--- config.mk ---
export PLATFORM = sky130hd
export DESIGN_NAME = serial_adder
export DESIGN_NICKNAME = d
export VERILOG_FILES = /design/src/rtl/serial_adder_pkg.sv /design/src/rtl/full_adder.sv /design/src/rtl/half_adder.sv /design/src/rtl/serial_adder.sv
export SDC_FILE = /design/constraint.sdc
export NUM_CORES = 1
export LEC_CHECK = 0
export ABC_AREA = 1
export CORE_MARGIN = 10
export CORE_UTILIZATION = 51
export CTS_CLUSTER_DIAMETER = 100
export DETAILED_ROUTE_END_ITERATION = 10
export PLACE_DENSITY = 0.86
export SETUP_SLACK_MARGIN = 0.3
export SYNTH_ARGS = -nofsm -noshare
export SYNTH_HDL_FRONTEND = slang
export SYNTH_SLANG_ARGS = --single-unit
--- constraint.sdc ---
create_clock -name clk -period 1.4 [get_ports clk]
set_input_delay 0.28 -clock clk [delete_from_list [all_inputs] [get_ports clk]]
set_output_delay 0.28 -clock clk [all_outputs]
set_load 0.05 [all_outputs]
--- src/rtl/serial_adder_pkg.sv ---
// Shared constants and helpers for the bit-serial adder slice.
// Holds the default operand width and the counter width rule.
package serial_adder_pkg;

  localparam int DEF_WIDTH = 8;

  function automatic int cnt_width(input int w);
    return $clog2(w) + 1;
  endfunction

endpackage

--- src/rtl/full_adder.sv ---
// One-bit full adder built from two half adders and an OR.
// Shared by the serial adder and later ripple adders.
module full_adder (
  input  logic A,
  input  logic B,
  input  logic Cin,
  output logic sum,
  output logic carry
);

  logic s1;
  logic c1;
  logic c2;

  half_adder u_ha0 (
    .a     (A),
    .b     (B),
    .sum   (s1),
    .carry (c1)
  );

  half_adder u_ha1 (
    .a     (s1),
    .b     (Cin),
    .sum   (sum),
    .carry (c2)
  );

  assign carry = c1 | c2;

endmodule

--- src/rtl/half_adder.sv ---
// Half-adder primitive: sum and carry of two bits.
// Leaf cell reused by the full-adder and wider arithmetic.
module half_adder (
  input  logic a,
  input  logic b,
  output logic sum,
  output logic carry
);

  assign sum   = a ^ b;
  assign carry = a & b;

endmodule

--- src/rtl/serial_adder.sv ---
// Bit-serial adder: LSB first, one bit per clock through one
// full-adder cell, with a start/busy/done handshake.
module serial_adder
  import serial_adder_pkg::*;
#(
  parameter int WIDTH = DEF_WIDTH,
  parameter int CW    = cnt_width(WIDTH)
) (
  input  logic             clk,
  input  logic             rst_n,
  input  logic             start,
  input  logic [WIDTH-1:0] A,
  input  logic [WIDTH-1:0] B,
  input  logic             cin,
  output logic             busy,
  output logic             done,
  output logic [WIDTH-1:0] sum,
  output logic             carry
);

  localparam logic [1:0] IDLE = 2'd0;
  localparam logic [1:0] RUN  = 2'd1;
  localparam logic [1:0] DONE = 2'd2;

  logic [1:0]       state;
  logic [WIDTH-1:0] a_sh;
  logic [WIDTH-1:0] b_sh;
  logic [WIDTH-1:0] s_sh;
  logic             c_reg;
  logic [CW-1:0]    cnt;

  logic             fa_s;
  logic             fa_c;
  logic [WIDTH-1:0] s_next;

  full_adder u_fa (
    .A     (a_sh[0]),
    .B     (b_sh[0]),
    .Cin   (c_reg),
    .sum   (fa_s),
    .carry (fa_c)
  );

  assign s_next = {fa_s, s_sh[WIDTH-1:1]};

  assign busy = (state == RUN);
  assign done = (state == DONE);

  // IDLE, DONE and the unreachable code all accept a new start
  always_ff @(posedge clk or negedge rst_n) begin
    if (!rst_n) begin
      state <= IDLE;
      a_sh  <= '0;
      b_sh  <= '0;
      s_sh  <= '0;
      c_reg <= 1'b0;
      cnt   <= '0;
      sum   <= '0;
      carry <= 1'b0;
    end else begin
      case (state)
        RUN: begin
          a_sh  <= {1'b0, a_sh[WIDTH-1:1]};
          b_sh  <= {1'b0, b_sh[WIDTH-1:1]};
          s_sh  <= s_next;
          c_reg <= fa_c;
          cnt   <= cnt - CW'(1);
          if (cnt == CW'(1)) begin
            state <= DONE;
            sum   <= s_next;
            carry <= fa_c;
          end
        end
        default: begin
          if (start) begin
            a_sh  <= A;
            b_sh  <= B;
            c_reg <= cin;
            cnt   <= CW'(WIDTH);
            state <= RUN;
          end else begin
            state <= IDLE;
          end
        end
      endcase
    end
  end

endmodule

==> results.yml <==
finish:
  final_cell_mix: "64 x nand2_1, 37 x dfrtp_1, 18 x clkdlybuf4s50_1"
  syn_to_final_growth_pct: 49.09
  multi_input_area_um2: 740.7
  stdcell_count: 287
  drive_gt1_share_pct: 30.71
  final_nets: 263
  final-seq-area_um2: 978.4
  top_regs: "a_sh (8), b_sh (8), sum (8)"
  fill_cells: 222
  mostFrequentLayoutCell: "nand2_1"
  antenna_cells: 0
yosys:
  synth_area_leaders: "dfrtp_1 57%, nand2_1 16%, nand3_1 5.0%"
  syn_area_per_cell_um2: 9.187
  yosys.area_share.simple_pct: 27.24
  synth_top_cell_area_share_pct: 56.81
  ys_seq_area_share_pct: 56.81
  synthMuxAreaShare_pct: 0
  yosys_warnings: 0
  syn_area_mm2: 0.001718
  synthAdderAreaFrac_pct: 2.622
  synth_cells: 187
  synth_compound_area_share_pct: 6.555
  synth_nets: 210
  synth_top_family_by_area: "simple AND/OR/NAND/NOR gates"
  yosys_register_bits: 39
  synth_xor_area_share_pct: 0
  synth_cell_types: 18
  yosysTopAreaCell: "dfrtp_1"
run:
  drv_cap: 0
sta:
  skew_ns: 0.008728
  max_freq_mhz: 676.4
  final.min_clock_period_ns: 1.478
  layout_setup_ws_ns: -0.07847
  setup_viol_count_final: 2
  maxSlewViolCount: 0
  fin_setup_tns_ns: -0.1430
  hold_viol: 0
  tightest_slew_ns: 0.4394
  slew_headroom_pct: 70.71
  final.period_utilization_pct: 105.6
  rsz0062_at_grt: "true"
setup_path:
  required_ns: 1.12
  cp.arrival_ns: 1.20
  crit_type: "reg2out"
  worstPathMaxFanout: 3
  start_kind: "flop"
  worst_setup_path_end_kind: "output pin"
hold_path:
  hp-class: "in2async"
power:
  irDropWorstVdd_mv: 1.212
  power.leakage_nw: 1.219
  p_per_area_mw_per_mm2: 2213
clocking:
  htree_levels: 2
  cts_tree: "yes"
  cts_root_buf: "clkbuf_4"
  clock_sinks: 39
  clock_latency_ns: 0.35
  cts_buffer_depth: 2
  numCtsBuffers: 5
  clk_pin_slew_ns: 0.11
drt:
  vias: 1405
  drt_iter0_drc: 98
  drc_errors: 0
  ant_nets: 0
  wl_um: 3986
  wl_per_cell_um: 13.89
  vias_per_cell: 4.895
  first_pass_iters: 4
placed_design:
  dpl.cell_count: 261
  io_buffers: 30
  gp_congestion: 0.7732
  place_hpwl_um: 2483
die:
  design.die.area_mm2: 0.006090
  rows: 21
  die_h_um: 78.04
  num_io_pins: 31
  die_w_um: 78.04
  start_util_pct: 52.30
  coreArea_mm2: 0.003284
outcome:
  status: "complete, but fails checks"
  violations: "setup timing"
global_routing:
  grt_overflow_total: 0
  grt.total_usage_pct: 11.94
  grt_first_pass_wirelength_um: 6085
  grt_max_degree: 23
  antenna_found_initial: 0
  first_global_vias: 1389
[where the power goes]
part / internal [W] / leakage (nW) / switching, W
registers: 0.00158 / 0.503 / 0.000361
logic: 0.00146 / 0.687 / 0.00172
clock network: 0.000196 / 0.0293 / 0.000359
[critical path, cell delays in order, from the launching register on]
cell and delay, ns:
dfrtp_2 0.43, buf_6 0.14, nor2_4 0.13, buf_12 0.14
[metrics by stage]
| step | utilization [%] | setup slack, ns | total power [W] | hold slack [ns] | area, um2 |
|---|---|---|---|---|---|
| after global routing | 77.98 | -0.1092 | 0.006024 | 0.4280 | 2561 |
| after floorplan | - | 0.2404 | 0.003489 | -0.01559 | 1745 |
| after detailed placement | 66.51 | 0.04828 | 0.004374 | 0.2482 | 2185 |
| final | 77.98 | -0.07847 | 0.005668 | 0.3834 | 2561 |
| after CTS | 71.31 | -0.07807 | 0.005164 | 0.4014 | 2342 |
| after global placement | 66.51 | 0.09644 | 0.004278 | 0.2371 | 2185 |
[routing by layer]
metal	vias up	routed length, um	track usage (%)
met5	-	0	0
met1	677	1690	14.63
met2	34	2042	19.33
met3	9	168	3.759
li1	685	-	-
met4	0	84	4.301
[synth_stat cells]
cell type  count
buf_2          2
inv_2          2
nand3_4        1
buf_6          3
fa_1           1
o22ai_1        1
a21oi_1        1
nand2_1       74
nand3_1       17
nand2_4        3
nor2_8         1
inv_1         14
o21ai_2        7
o21ai_0        8
nor2_1         9
inv_4          2
dfrtp_1       39
ha_1           2
[area by class of cell]
cell class              instances  area share (%)
flip-flops and latches         39           38.20
multi-input cells             125           28.92
repair buffers                 51           24.77
inverters                      18           3.908
well taps                      46           2.247
clock buffers                   7           1.759
clock inverters                 1          0.1954
[kinds of logic (layout without fill, tap and decap cells)]
| group | after synthesis | after routing |
|---|---|---|
| flops | 39 | 39 |
| fa+ha+maj | 3 | 3 |
| compound gates | 17 | 17 |
| simple gates | 105 | 105 |
| buf+inv | 23 | 77 |
[final timing paths]
check | start | slack, ns | to | cells after the start
max | state[0]$_DFFE_PN0P_ | -0.08 | done | 3
max reg2reg | state[1]$_DFFE_PN0P_ | 0.11 | a_sh[6]$_DFFE_PN0P_ | 8
min in group clk | A[7] | 0.46 | a_sh[7]$_DFFE_PN0P_ | 3
min | rst_n | 0.38 | sum[2]$_DFFE_PN0P_ | 2
min reg2reg | a_sh[7]$_DFFE_PN0P_ | 0.49 | a_sh[7]$_DFFE_PN0P_ | 2
max in group asynchronous | rst_n | 0.54 | state[1]$_DFFE_PN0P_ | 3
[repair_timing]
action / CTS / global route
pin swaps: 15 / 8
gates resized for setup: 20 / 29
hold endpoints to repair: 17 / 0
gates cloned: 0 / 1
endpoints found under the setup margin: 41 / 50
setup buffers: 7 / 9
hold buffers: 1 / 0
Note: power is estimated with default switching activity, not from simulation.
